--- src/rtl/fetch_unit_if.sv ---
`default_nettype none
// ============================================================================
// Module      : fetch_unit_if
// Description : Bundles the decoder-side and instruction-memory-side signals
//               of the fetch stage.
//               slave  : seen by fetch_unit (decoder/memory in, fetch out)
//               master : seen by the surrounding decoder/memory environment
//               Decoder side : cnt_en, pc_sload, new_pc, dec_addr1/2 (in),
//                              pc, instr, N, halted, running, instr_count (out)
//               Memory side  : instr_q1/2 (in), mem_addr1/2 (out)
// Revision    : 1.0 - initial release
// ============================================================================
interface fetch_unit_if;
    logic        cnt_en;
    logic        pc_sload;
    logic [15:0] new_pc;
    logic [15:0] dec_addr1;
    logic [15:0] dec_addr2;
    logic [15:0] instr_q1;
    logic [15:0] instr_q2;
    logic [15:0] mem_addr1;
    logic [15:0] mem_addr2;
    logic [15:0] pc;
    logic [15:0] instr;
    logic [15:0] N;
    logic        halted;
    logic        running;
    logic [15:0] instr_count;

    modport slave (
        input  cnt_en, pc_sload, new_pc, dec_addr1, dec_addr2, instr_q1, instr_q2,
        output mem_addr1, mem_addr2, pc, instr, N, halted, running, instr_count
    );

    modport master (
        output cnt_en, pc_sload, new_pc, dec_addr1, dec_addr2, instr_q1, instr_q2,
        input  mem_addr1, mem_addr2, pc, instr, N, halted, running, instr_count
    );
endinterface
`default_nettype wire

--- src/rtl/fetch_unit.sv ---
`default_nettype none
// ============================================================================
// Module      : fetch_unit
// Description : PC register and instruction-fetch stage. Boots from RESET_PC,
//               then forwards decoder-requested addresses to instruction
//               memory and memory data to the decoder. An STP word
//               (instr[15:11] == 5'b11111) freezes the stage until reset.
//               Ports: clk, reset (async, active high), bus (fetch_unit_if
//               slave: decoder controls/addresses, memory data, fetch outputs)
// Revision    : 1.0 - initial release
// ============================================================================
module fetch_unit #(
    parameter logic [15:0] RESET_PC    = 16'h0000,
    parameter logic [15:0] NOP_WORD    = 16'h0000,
    parameter int          BOOT_CYCLES = 1          // 1..4
) (
    input  logic        clk,
    input  logic        reset,
    fetch_unit_if.slave bus
);

    localparam logic [1:0] c_ST_BOOT   = 2'd0;
    localparam logic [1:0] c_ST_RUN    = 2'd1;
    localparam logic [1:0] c_ST_HALT   = 2'd2;
    localparam logic [1:0] c_BOOT_LAST = 2'(BOOT_CYCLES - 1);

    logic [1:0]  r_state;
    logic [1:0]  r_boot_cnt;
    logic [15:0] r_pc;
    logic [15:0] r_instr_count;
    // Snapshot of the decoder-facing outputs taken on the STP cycle so HALT
    // shows a stable, X-free picture regardless of memory activity.
    logic [15:0] r_halt_instr;
    logic [15:0] r_halt_n;
    logic [15:0] r_halt_addr1;
    logic [15:0] r_halt_addr2;

    logic        w_stp;
    logic [15:0] w_mem_addr1;
    logic [15:0] w_mem_addr2;
    logic [15:0] w_instr;
    logic [15:0] w_n;

    assign w_stp = (bus.instr_q1[15:11] == 5'b11111);

    always_ff @(posedge clk or posedge reset) begin
        if (reset) begin
            r_state       <= c_ST_BOOT;
            r_boot_cnt    <= 2'd0;
            r_pc          <= RESET_PC;
            r_instr_count <= 16'h0000;
            r_halt_instr  <= NOP_WORD;
            r_halt_n      <= 16'h0000;
            r_halt_addr1  <= RESET_PC;
            r_halt_addr2  <= RESET_PC + 16'd1;
        end else begin
            case (r_state)
                c_ST_BOOT: begin
                    r_boot_cnt <= r_boot_cnt + 2'd1;
                    // The word at RESET_PC is on the memory port when RUN
                    // starts, so the PC already points past it.
                    if (r_boot_cnt == c_BOOT_LAST) begin
                        r_pc    <= RESET_PC + 16'd1;
                        r_state <= c_ST_RUN;
                    end
                end
                c_ST_RUN: begin
                    if (bus.pc_sload) begin
                        r_pc <= bus.new_pc;
                    end else if (bus.cnt_en) begin
                        r_pc <= r_pc + 16'd1;
                    end
                    if (r_instr_count != 16'hFFFF) begin
                        r_instr_count <= r_instr_count + 16'd1;
                    end
                    if (w_stp) begin
                        r_state      <= c_ST_HALT;
                        r_halt_instr <= bus.instr_q1;
                        r_halt_n     <= bus.instr_q2;
                        r_halt_addr1 <= bus.dec_addr1;
                        r_halt_addr2 <= bus.dec_addr2;
                    end
                end
                c_ST_HALT: begin
                    r_state <= c_ST_HALT;
                end
                default: begin
                    r_state <= c_ST_BOOT;
                end
            endcase
        end
    end

    always_comb begin
        w_mem_addr1 = RESET_PC;
        w_mem_addr2 = RESET_PC + 16'd1;
        w_instr     = NOP_WORD;
        w_n         = 16'h0000;
        case (r_state)
            c_ST_RUN: begin
                w_mem_addr1 = bus.dec_addr1;
                w_mem_addr2 = bus.dec_addr2;
                w_instr     = bus.instr_q1;
                w_n         = bus.instr_q2;
            end
            c_ST_HALT: begin
                w_mem_addr1 = r_halt_addr1;
                w_mem_addr2 = r_halt_addr2;
                w_instr     = r_halt_instr;
                w_n         = r_halt_n;
            end
            default: begin
                w_mem_addr1 = RESET_PC;
                w_mem_addr2 = RESET_PC + 16'd1;
                w_instr     = NOP_WORD;
                w_n         = 16'h0000;
            end
        endcase
    end

    assign bus.mem_addr1   = w_mem_addr1;
    assign bus.mem_addr2   = w_mem_addr2;
    assign bus.instr       = w_instr;
    assign bus.N           = w_n;
    assign bus.pc          = r_pc;
    assign bus.instr_count = r_instr_count;
    assign bus.running     = (r_state == c_ST_RUN);
    assign bus.halted      = (r_state == c_ST_HALT);

endmodule
`default_nettype wire

--- src/flat_wrapper.sv ---
// flat-port wrapper written by rule: the top's interface ports become plain ports
module fetch_unit_flat 
#(
    parameter logic [15:0] RESET_PC    = 16'h0000,
    parameter logic [15:0] NOP_WORD    = 16'h0000,
    parameter int          BOOT_CYCLES = 1                 
)
  (clk, reset, bus_cnt_en, bus_pc_sload, bus_new_pc, bus_dec_addr1, bus_dec_addr2, bus_instr_q1, bus_instr_q2, bus_mem_addr1, bus_mem_addr2, bus_pc, bus_instr, bus_N, bus_halted, bus_running, bus_instr_count);
  fetch_unit_if bus_i ();
  input  logic clk;
  input  logic reset;
  input wire logic [$bits(bus_i.cnt_en)-1:0] bus_cnt_en;
  input wire logic [$bits(bus_i.pc_sload)-1:0] bus_pc_sload;
  input wire logic [$bits(bus_i.new_pc)-1:0] bus_new_pc;
  input wire logic [$bits(bus_i.dec_addr1)-1:0] bus_dec_addr1;
  input wire logic [$bits(bus_i.dec_addr2)-1:0] bus_dec_addr2;
  input wire logic [$bits(bus_i.instr_q1)-1:0] bus_instr_q1;
  input wire logic [$bits(bus_i.instr_q2)-1:0] bus_instr_q2;
  output wire logic [$bits(bus_i.mem_addr1)-1:0] bus_mem_addr1;
  output wire logic [$bits(bus_i.mem_addr2)-1:0] bus_mem_addr2;
  output wire logic [$bits(bus_i.pc)-1:0] bus_pc;
  output wire logic [$bits(bus_i.instr)-1:0] bus_instr;
  output wire logic [$bits(bus_i.N)-1:0] bus_N;
  output wire logic [$bits(bus_i.halted)-1:0] bus_halted;
  output wire logic [$bits(bus_i.running)-1:0] bus_running;
  output wire logic [$bits(bus_i.instr_count)-1:0] bus_instr_count;
  assign bus_i.cnt_en = bus_cnt_en;
  assign bus_i.pc_sload = bus_pc_sload;
  assign bus_i.new_pc = bus_new_pc;
  assign bus_i.dec_addr1 = bus_dec_addr1;
  assign bus_i.dec_addr2 = bus_dec_addr2;
  assign bus_i.instr_q1 = bus_instr_q1;
  assign bus_i.instr_q2 = bus_instr_q2;
  assign bus_mem_addr1 = bus_i.mem_addr1;
  assign bus_mem_addr2 = bus_i.mem_addr2;
  assign bus_pc = bus_i.pc;
  assign bus_instr = bus_i.instr;
  assign bus_N = bus_i.N;
  assign bus_halted = bus_i.halted;
  assign bus_running = bus_i.running;
  assign bus_instr_count = bus_i.instr_count;
  fetch_unit #(.RESET_PC(RESET_PC), .NOP_WORD(NOP_WORD), .BOOT_CYCLES(BOOT_CYCLES)) u_core (.clk(clk), .reset(reset), .bus(bus_i));
endmodule
--- config.mk ---
export PLATFORM = sky130hd
export DESIGN_NAME = fetch_unit_flat
export DESIGN_NICKNAME = d
export VERILOG_FILES = /design/src/rtl/fetch_unit_if.sv /design/src/rtl/fetch_unit.sv /design/src/flat_wrapper.sv
export SDC_FILE = /design/constraint.sdc
export NUM_CORES = 1
export LEC_CHECK = 0
export CAP_MARGIN = 10
export CORE_ASPECT_RATIO = 1.75
export CORE_MARGIN = 4
export CORE_UTILIZATION = 42
export DETAILED_ROUTE_END_ITERATION = 6
export PLACE_DENSITY = 0.77
export SKIP_CTS_REPAIR_TIMING = 1
export SLEW_MARGIN = 25
export SYNTH_ARGS = -nofsm -noshare
export SYNTH_HDL_FRONTEND = slang
export SYNTH_SLANG_ARGS = --single-unit
--- constraint.sdc ---
create_clock -name clk -period 3.65 [get_ports clk]
set_input_delay 1.095 -clock clk [delete_from_list [all_inputs] [get_ports clk]]
set_output_delay 1.095 -clock clk [all_outputs]
set_load 0.03 [all_outputs]
Yosys cells after proc, flatten, opt, wreduce, memory -nomap -nowiden. Index checks and enable logic that the tools add are counted.

Register bits after elaboration: 100. Input bits: 84. Output and inout port bits: 98. Word-level logic and storage cells: 36.

$add $sub $neg: 3. Equality and inequality tests: 7. Mux-type cells: 11. Reduce and logical (&&, ||, !) cells: 7.

Operator list (count): 16-bit case mux with 2 select lines (5); 16-bit two-way mux (3); 16-bit by 1-bit adder with 16-bit output (second input constant) (2); 16-bit inequality test (second input constant) (1); 2-bit case mux with 3 select lines (1); 2-bit AND reduction (3); 5-bit == test (second input constant) (1); 2-bit logical NOT (2); 2-bit two-way mux (2); 2-bit by 1-bit inequality test with 1-bit output (second input constant) (2); 3-bit inequality test (second input constant) (1); 3-bit AND reduction (1); 2-bit by 1-bit adder with 2-bit output (second input constant) (1); 2-bit by 1-bit == test with 1-bit output (second input constant) (1); 2-bit == test (second input constant) (1); 2-bit nonzero test (1).

Logic depth before layout (Yosys ltp). Gate-level depths: netlist (run 1).

Depth after elaboration: 4. Depth in mapped cells: 9. Mapped depth without buffers: 6.

Worst setup path before layout (run 1). OpenSTA, ideal clock, no wires.

Path type: flip-flop to output port. Start point: register u_core.r_state[1]. End point: output port bus_N[15]. Data arrival time: 2.213 ns. Data required time: 2.555 ns. Path slack: 0.342 ns. Cell stages (with the launch flop): 9. Buffers on the path: 4. Cells stage by stage: dfrtp_1 > inv_1 > ha_1 > buf_4 > buf_2 > buf_2 > buf_1 > a22oi_1 > nor2b_1.

Cells in the longest elaborated chain, start to end: 2. Elaborated cells on any way between the ends: 3. Those cells by class: eq/ne (2); mux (1).

RTL lines: from (decl) (line fetch_unit.sv:27) `logic [1:0] r_state;`; from (signal assigned) (line fetch_unit.sv:48) `r_state <= c_ST_BOOT;`; from (signal assigned) (line fetch_unit.sv:64) `r_state <= c_ST_RUN;`; from (signal assigned) (line fetch_unit.sv:77) `r_state <= c_ST_HALT;`; 2-bit by 1-bit == test with 1-bit output; via bus_running (line flat_wrapper.sv:25) `output wire logic [$bits(bus_i.running)-1:0] bus_running;`; 16-bit case mux with 2 select lines (line fetch_unit.sv:99) `case (r_state)`; to (decl) (line flat_wrapper.sv:23) `output wire logic [$bits(bus_i.N)-1:0] bus_N;`.

The timed path passes the listed nets, and every way through them passes these cells.

Worst setup path after layout (run 1).
Start point: input port bus_dec_addr2[0]. End point: output port bus_mem_addr2[0].

Cells in the longest elaborated chain, start to end: 1.

RTL lines: from (decl) (line flat_wrapper.sv:16) `input wire logic [$bits(bus_i.dec_addr2)-1:0] bus_dec_addr2;`; 16-bit case mux with 2 select lines (line fetch_unit.sv:99); to (decl) (line flat_wrapper.sv:20) `output wire logic [$bits(bus_i.mem_addr2)-1:0] bus_mem_addr2;`.

No other way between the ends.

==> results of run 1 <==
[metrics by stage]
step | util [%] | total power, mW | area [sq um]
floorplan | - | 3.841 | 5430
global placement | 57.64 | 4.779 | 7243
detailed placement | 57.64 | 4.863 | 7243
CTS | 60.16 | 5.905 | 7560
global route | 60.16 | 6.220 | 7560
finish | 60.16 | 5.862 | 7560
[synth_stat cells, drive strengths merged (4+ instances only)]
cell     n
nor2b   65
a21oi   12
buf     15
nand2b   7
nor4     4
clkbuf  20
xor2    11
nor3    14
dfrtp   99
a22oi   67
ha       7
mux2    65
nand2   19
nand4   10
and3     5
inv     11
o21ai   16
nand3   11
nor2    19
[logic make-up (layout without fill, tap and decap cells)]
| logic type | count (synthesis) | count (layout) | share of synthesized area [%] |
|---|---|---|---|
| flops | 100 | 100 | 46.14 |
| fa+ha+maj | 7 | 7 | 1.614 |
| buf+inv | 46 | 217 | 3.551 |
| xor+xnor | 13 | 13 | 2.098 |
| compound gates | 114 | 114 | 14.76 |
| simple gates | 169 | 169 | 17.98 |
| mux | 67 | 67 | 13.86 |
[registers in the layout, summed over array words and instances, names as in the netlist]
| name | count |
|---|---|
| u_core.r_halt_addr2 | 16 |
| u_core.r_halt_n | 16 |
| u_core.bus.pc | 16 |
| u_core.r_halt_instr | 16 |
| u_core.r_boot_cnt | 2 |
| u_core.bus.instr_count | 16 |
| u_core.r_halt_addr1 | 16 |
| u_core.r_state | 2 |
[report_power, final]
part	internal (mW)	leakage (nW)	switching [mW]
logic	1.32	1.83	1.71
registers	1.49	1.32	0.316
clock network	0.604	0.146	0.421
total	3.42	3.29	2.45
[cell type report]
| class | count | area [sq um] |
|---|---|---|
| Inverter | 11 | 47.55 |
| Sequential cell | 100 | 2504 |
| Clock buffer | 11 | 232.7 |
| Fill cell | 1103 | 5007 |
| Timing Repair Buffer | 190 | 1747 |
| Tap cell | 168 | 210.2 |
| Clock inverter | 5 | 83.83 |
| Multi-Input combinational cell | 370 | 2735 |
[how the worst max path moves through the flow]
| stage | cells past startpoint | endpoint | start | slack [ns] |
|---|---|---|---|---|
| 2_1_floorplan | 8 | bus_N[15] | u_core.r_state[1]$_DFFE_PP0P_ | 0.34 |
| 3_3_place_gp | 4 | bus_mem_addr2[0] | bus_dec_addr2[0] | 0.16 |
| 3_5_place_dp | 4 | bus_mem_addr2[0] | bus_dec_addr2[0] | 0.16 |
| 4_1_cts | 4 | bus_mem_addr2[0] | bus_dec_addr2[0] | 0.15 |
| 5_1_grt | 4 | bus_mem_addr2[0] | bus_dec_addr2[0] | 0.12 |
| 6_report | 4 | bus_mem_addr2[0] | bus_dec_addr2[0] | 0.16 |
[metal layers]
metal / share of wire (%) / GRT usage (%) / vias to the layer above / routed length [um]
li1: - / - / 2215 / -
met1: 38 / 22.79 / 2307 / 5691
met2: 54 / 36.26 / 193 / 8008
met3: 5.4 / 2.931 / 36 / 812
met4: 2.6 / 8.471 / 0 / 388
met5: 0 / 0 / - / 0
==> flow_summary.yaml, run 1 <==
synthesis:
  netlist_top_cells_area: "dfrtp_1 46%, mux2_2 13%, a22oi_1 9.3%"
  synth_top_area_cell: "dfrtp_1"
  synth.top_cell.area_share_pct: 45.65
  synth_flop_cell: "dfrtp_1"
  synth_seq_area_share_pct: 46.14
  synth-edff-count: 0
  async_reset_ff_share_pct: 100.0
  syn_nets: 607
  postSynthAreaPerCell_sq_um: 10.52
  synth-seq-cells: 100
  synth-warning-count: 0
  postSynthCellCount: 516
  syn-cell-area_sq_mm: 0.005426
  ys_types: 49
critical_path:
  path_class: "input pin to primary output"
  worst_setup_path_start_kind: "input pin"
  slowest_stage: "clkdlybuf4s50_1"
  reg2reg_depth: 7
  r2r-end: "u_core.bus.pc[12]$_DFFE_PP0P_"
  endpoint_kind: "primary output"
  cp.arrival_ns: 2.40
  crit_chain: "clkdlybuf4s50_1 > a22oi_1 > nand2_1 > clkdlybuf4s50_1"
  reg2reg_slack_ns: 0.86
  cp_num_buf_inv: 2
  reg2reg_from: "u_core.r_state[1]$_DFFE_PP0P_"
  critPathMaxStageDelay_ns: 0.67
  cp_top_family: "buffers and inverters"
  crit_path_max_fanout: 2
  required_ns: 2.55
  cp_common_cell: "clkdlybuf4s50_1"
pwr:
  p_per_area_mw_per_mm2: 775.5
  ir_drop_mv: 0.3999
  p_leak_nw: 3.294
cts:
  clock_latency_ns: 0.34
  clk_pin_slew_ns: 0.07
  ctsRootBufferMaster: "clkbuf_16"
  cts_inserted_buffers: 9
  htreeDepth: 3
  clk_path_buf_depth: 2
  clock-sinks: 100
  cts_tree: "built"
floorplan:
  start_util_pct: 43.18
  die_h_um: 158.4
  die_w_um: 93.93
  coreArea_sq_mm: 0.01257
  io_pins: 182
  die_area_sq_mm: 0.01487
  rows: 54
run:
  maxCapViolations: 0
global_route:
  grt_pass1_wl_mm: 23.65
  grt_max_degree: 101
  grt_pass1_vias: 4879
  grt_antenna_before_repair: 0
  grt_overflow: 0
  grt_usage_pct: 19.86
route:
  viasPerCell: 5.557
  wl_mm: 14.90
  dr.pass1.iters: 5
  drt-wirelength-per-cell_um: 17.43
  drtIter0Drc: 166
  vias: 4751
  drc: 0
  detail-route-antenna-nets: 0
outcome:
  status: "finished, final reports clean"
min_path:
  hold_depth: 1
  hold_class: "register to register"
  holdPathEnd: "u_core.r_halt_instr[13]$_DFFE_PP0P_"
  hp-start: "u_core.r_halt_instr[13]$_DFFE_PP0P_"
cells_and_area:
  area_growth_syn_to_layout_pct: 39.31
  diodes: 0
  layout_common_cells: "118 x clkdlybuf4s50_1, 99 x dfrtp_1, 70 x buf_4"
  nNetsFinal: 773
  stdcell_count: 855
  layout_commonest_cell: "clkdlybuf4s50_1"
  drive_gt1_share_pct: 23.29
sta:
  clock-skew-final_ns: 0.006926
  setup_viol: 0
  maxSlewViolCount: 0
  maxSlewHeadroom_pct: 46.49
  fin_setup_tns_ns: 0
  fin_crit_sh_pct: 95.67
  whs_ns: 0.4774
  setup_ws_ns: 0.1581
  worst_pin_slew_ns: 0.7978
  grt_setup_unrepaired: "no"
  clock.fmax_ghz: 0.2864
  hold_viol: 0
  min_period_ns: 3.492
place:
  dp.cells: 839
  hpwl_mm: 10.90
  pre_cts_ws_ns: 0.1639
  place_congestion: 0.8883
  portBuffers: 181
(Power assumes the default switching activity.)
==> inputs of run 2 (changes only) <==
--- a/config.mk
+++ b/config.mk
@@ -8,9 +8,8 @@
 export CAP_MARGIN = 10
 export CORE_ASPECT_RATIO = 1.75
 export CORE_MARGIN = 4
-export CORE_UTILIZATION = 42
+export CORE_UTILIZATION = 30
 export DETAILED_ROUTE_END_ITERATION = 6
-export PLACE_DENSITY = 0.77
 export SKIP_CTS_REPAIR_TIMING = 1
 export SLEW_MARGIN = 25
 export SYNTH_ARGS = -nofsm -noshare
==> flow_summary.yaml, run 2 (synthesis results as in run 1) <==
place:
  portBuffers: 181
  dp.cells: 901
  place_congestion: 0.8586
  placed_cell_area_sq_mm: 0.007352
  hpwl_mm: 11.51
cts:
  clk_pin_slew_ns: 0.07
  cts_inserted_buffers: 9
  clock_latency_ns: 0.34
  htreeDepth: 3
  clock-sinks: 100
  cts_tree: "built"
  clk_path_buf_depth: 2
  ctsRootBufferMaster: "clkbuf_16"
critical_path:
  required_ns: 2.55
  crit_path_max_fanout: 2
  cp.arrival_ns: 2.43
  reg2reg_from: "u_core.r_state[1]$_DFFE_PP0P_"
  endpoint_kind: "primary output"
  r2r-end: "u_core.bus.pc[12]$_DFFE_PP0P_"
  path_class: "input pin to primary output"
  reg2reg_depth: 7
  reg2reg_slack_ns: 0.94
  worst_setup_path_start_kind: "input pin"
min_path:
  holdPathEnd: "u_core.r_halt_instr[12]$_DFFE_PP0P_"
  hold_depth: 1
  hold_class: "register to register"
  hp-start: "u_core.r_halt_instr[12]$_DFFE_PP0P_"
sta:
  worst_pin_slew_ns: 0.6713
  fin_crit_sh_pct: 96.52
  fin_setup_tns_ns: 0
  whs_ns: 0.4681
  clock-skew-final_ns: 0.009626
  hold_viol: 0
  grt_setup_unrepaired: "no"
  maxSlewViolCount: 0
  min_period_ns: 3.523
  maxSlewHeadroom_pct: 54.90
  clock.fmax_ghz: 0.2839
  setup_viol: 0
route:
  vias: 4685
  detail-route-antenna-nets: 0
  drt-wirelength-per-cell_um: 17.59
  viasPerCell: 5.109
  wl_mm: 16.13
  drc: 0
  dr.pass1.iters: 5
  drtIter0Drc: 179
floorplan:
  start_util_pct: 30.80
  io_pins: 182
  rows: 64
  die_w_um: 109.7
  coreArea_sq_mm: 0.01762
  die_area_sq_mm: 0.02039
  die_h_um: 185.9
global_route:
  grt_max_degree: 101
  grt_overflow: 0
  grt_pass1_wl_mm: 25.59
  grt_antenna_before_repair: 0
  grt_pass1_vias: 4994
  grt_usage_pct: 15.84
cells_and_area:
  seqCellArea_sq_mm: 0.002504
  area_growth_syn_to_layout_pct: 40.81
  stdcell_count: 917
  num-fill-cells: 1737
  design_area_sq_mm: 0.007641
  nNetsFinal: 772
  layout_common_cells: "118 x clkdlybuf4s50_1, 99 x dfrtp_1, 67 x a22oi_1"
  diodes: 0
  layout_commonest_cell: "clkdlybuf4s50_1"
  drive_gt1_share_pct: 23.32
  final_util_pct: 43.37
  multi_input_area_sq_mm: 0.002735
run:
  maxCapViolations: 0
pwr:
  p_per_area_mw_per_mm2: 761.4
  p_leak_nw: 3.288
  ir_drop_mv: 0.4116
outcome:
  status: "finished, final reports clean"
[run 2: cell types whose count changed in the layout (fill, tap and decap cells not counted), sizes merged]
cell	change
clkinv	+1
buf	-1
bufinv	-2
clkbuf	+1
[run 2: how the worst max path moves through the flow]
stage,from,end,slack (ns)
floorplan,u_core.r_state[1]$_DFFE_PP0P_,bus_N[15],0.34
global placement,bus_dec_addr2[0],bus_mem_addr2[0],0.15
detailed placement,bus_dec_addr2[0],bus_mem_addr2[0],0.12
CTS,bus_dec_addr2[0],bus_mem_addr2[0],0.11
global route,bus_dec_addr2[0],bus_mem_addr2[0],0.07
finish,bus_dec_addr2[0],bus_mem_addr2[0],0.13
[run 2: area by class of cell]
cell class / instances / area share, %
multi-input combinational: 370 / 35.79
timing repair buffer: 189 / 23.25
clock inverter: 4 / 0.4257
clock buffer: 12 / 3.357
inverter: 11 / 0.6222
sequential: 100 / 32.77
tap: 231 / 3.783
[run 2: per-stage QoR]
stage	total power, mW	setup slack [ns]
CTS	5.887	0.1101
floorplan	3.841	0.3416
global placement	4.869	0.1464
finish	5.818	0.1270
detailed placement	4.933	0.1172
global route	6.205	0.06896
[run 2: power breakdown]
group	leakage, nW	internal [mW]	switching, mW
Sequential	1.32	1.49	0.319
Clock	0.135	0.505	0.434
Combinational	1.83	1.34	1.73
Total	3.29	3.34	2.48
[run 2: critical path: stages]
cell and delay, ns:
clkdlybuf4s50_1 0.48, a22oi_1 0.06, nand2_1 0.11, clkdlybuf4s50_1 0.68
[run 2: per-layer routing]
layer | share of wire, % | GRT usage (%)
met5 | 0 | 0
met4 | 1.6 | 4.294
met3 | 4.8 | 3.124
met2 | 55 | 29.97
met1 | 39 | 17.64
==> inputs of run 3 (changes only) <==
--- a/config.mk
+++ b/config.mk
@@ -9,6 +9,7 @@
 export CORE_ASPECT_RATIO = 1.75
 export CORE_MARGIN = 4
 export CORE_UTILIZATION = 30
+export CTS_BUF_LIST = sky130_fd_sc_hd__clkbuf_4 sky130_fd_sc_hd__clkbuf_8
 export DETAILED_ROUTE_END_ITERATION = 6
 export SKIP_CTS_REPAIR_TIMING = 1
 export SLEW_MARGIN = 25
==> flow_summary.yaml, run 3 (synthesis results as in run 1) <==
cts:
  clk_path_buf_depth: 2
  clock-sinks: 100
  htreeDepth: 3
  clock_latency_ns: 0.36
  cts_inserted_buffers: 9
  cts_tree: "built"
  clk_pin_slew_ns: 0.10
  ctsRootBufferMaster: "clkbuf_8"
sta:
  hold_viol: 0
  whs_ns: 0.4748
  clock-skew-final_ns: 0.01741
  fin_crit_sh_pct: 96.42
  min_period_ns: 3.519
  maxSlewHeadroom_pct: 55.34
  setup_viol: 0
  maxSlewViolCount: 0
  fin_setup_tns_ns: 0
  clock.fmax_ghz: 0.2841
  worst_pin_slew_ns: 0.6648
  grt_setup_unrepaired: "no"
min_path:
  holdPathEnd: "u_core.r_halt_instr[12]$_DFFE_PP0P_"
  hold_depth: 1
  hold_class: "register to register"
  hp-start: "u_core.r_halt_instr[12]$_DFFE_PP0P_"
floorplan:
  die_h_um: 185.9
  io_pins: 182
  rows: 64
  start_util_pct: 30.80
  coreArea_sq_mm: 0.01762
  die_w_um: 109.7
  die_area_sq_mm: 0.02039
route:
  dr_wl_met3_um: 767
  wl_met2_mm: 8.783
  drc: 0
  wl_met1_mm: 6.155
  drt-wirelength-per-cell_um: 17.46
  vias: 4685
  dr.pass1.iters: 4
  viasPerCell: 5.109
  detail-route-antenna-nets: 0
  drtIter0Drc: 198
  top_layer: "met4"
  wl_mm: 16.01
pwr:
  ir_drop_mv: 0.4469
  p_per_area_mw_per_mm2: 738.2
  swShare_pct: 43.83
  p_sw_mw: 2.441
  p_leak_nw: 3.245
  power_frac_seq_pct: 32.5
  combPwrFrac_pct: 55.0
  clockPowerShare_pct: 12.5
  internal-power_mw: 3.128
critical_path:
  cp.arrival_ns: 2.42
  crit_path_max_fanout: 2
  reg2reg_from: "u_core.r_state[1]$_DFFE_PP0P_"
  required_ns: 2.55
  endpoint_kind: "primary output"
  path_class: "input pin to primary output"
  cp_common_cell: "clkdlybuf4s50_1"
  crit_chain: "clkdlybuf4s50_1 > a22oi_1 > nand2_1 > clkdlybuf4s50_1"
  slowest_stage: "clkdlybuf4s50_1"
  r2r-end: "u_core.bus.pc[12]$_DFFE_PP0P_"
  critPathMaxStageDelay_ns: 0.68
  reg2reg_depth: 7
  worst_setup_path_start_kind: "input pin"
  reg2reg_slack_ns: 0.96
global_route:
  grt_overflow: 0
  grt_usage_pct: 15.78
  grt_pass1_wl_mm: 25.43
  grt_pass1_vias: 4997
  grt_max_degree: 101
  grt_antenna_before_repair: 0
place:
  portBuffers: 181
  hpwl_mm: 11.51
  place_congestion: 0.8586
cells_and_area:
  layout_commonest_cell: "clkdlybuf4s50_1"
  drive_gt1_share_pct: 23.47
  nNetsFinal: 772
  area_growth_syn_to_layout_pct: 39.01
  diodes: 0
  layout_common_cells: "118 x clkdlybuf4s50_1, 99 x dfrtp_1, 67 x a22oi_1"
run:
  maxCapViolations: 0
outcome:
  status: "finished, final reports clean"
run 3: cell counts in the layout (fill, tap and decap cells not counted):
Identical to the previous run, type by type.
run 3: power groups by stage:
stage               Sequential, mW  Clock, mW  Combinational [mW]
CTS                           1.81      0.727                3.11
global placement              1.80          0                3.07
finish                        1.81      0.695                3.06
global route                  1.87      0.781                3.31
floorplan                     1.95          0                1.90
detailed placement            1.83          0                3.11
run 3: layer usage:
layer  vias to the layer above  track usage [%]
met5                         -                0
met4                         0            4.543
met3                        25            3.124
met2                       147            29.88
met1                      2313            17.45
li1                       2200                -
run 3: worst max-delay path by stage:
stage	start	to	depth (start not counted)
after floorplan	u_core.r_state[1]$_DFFE_PP0P_	bus_N[15]	8
final	bus_dec_addr2[0]	bus_mem_addr2[0]	4
after CTS	bus_dec_addr2[0]	bus_mem_addr2[0]	4
after global routing	bus_dec_addr2[0]	bus_mem_addr2[0]	4
after global placement	bus_dec_addr2[0]	bus_mem_addr2[0]	4
after detailed placement	bus_dec_addr2[0]	bus_mem_addr2[0]	4
run 3: metrics by stage:
stage	util, %	instances	power [mW]	worst slack [ns]	cell area, sq um
2_1_floorplan	-	516	3.841	0.3416	5430
4_1_cts	42.82	917	5.647	0.1101	7543
6_report	42.82	917	5.569	0.1307	7543
5_1_grt	42.82	917	5.961	0.06896	7543
3_3_place_gp	41.73	901	4.869	0.1464	7352
3_5_place_dp	41.73	901	4.933	0.1172	7352
run 3: layout make-up:
class	count	area, sq um
clock buffer	12	158.9
clock inverter	4	32.53
fill	1747	10070
inverter	11	47.55
multi-input combinational	370	2735
sequential	100	2504
tap	231	289.0
timing repair buffer	189	1777
run 3: worst max-delay path: cells and delay by family:
kind,cells,cell delay (ns)
buf+inv,2,1.15
simple gates,1,0.11
compound gates,1,0.06
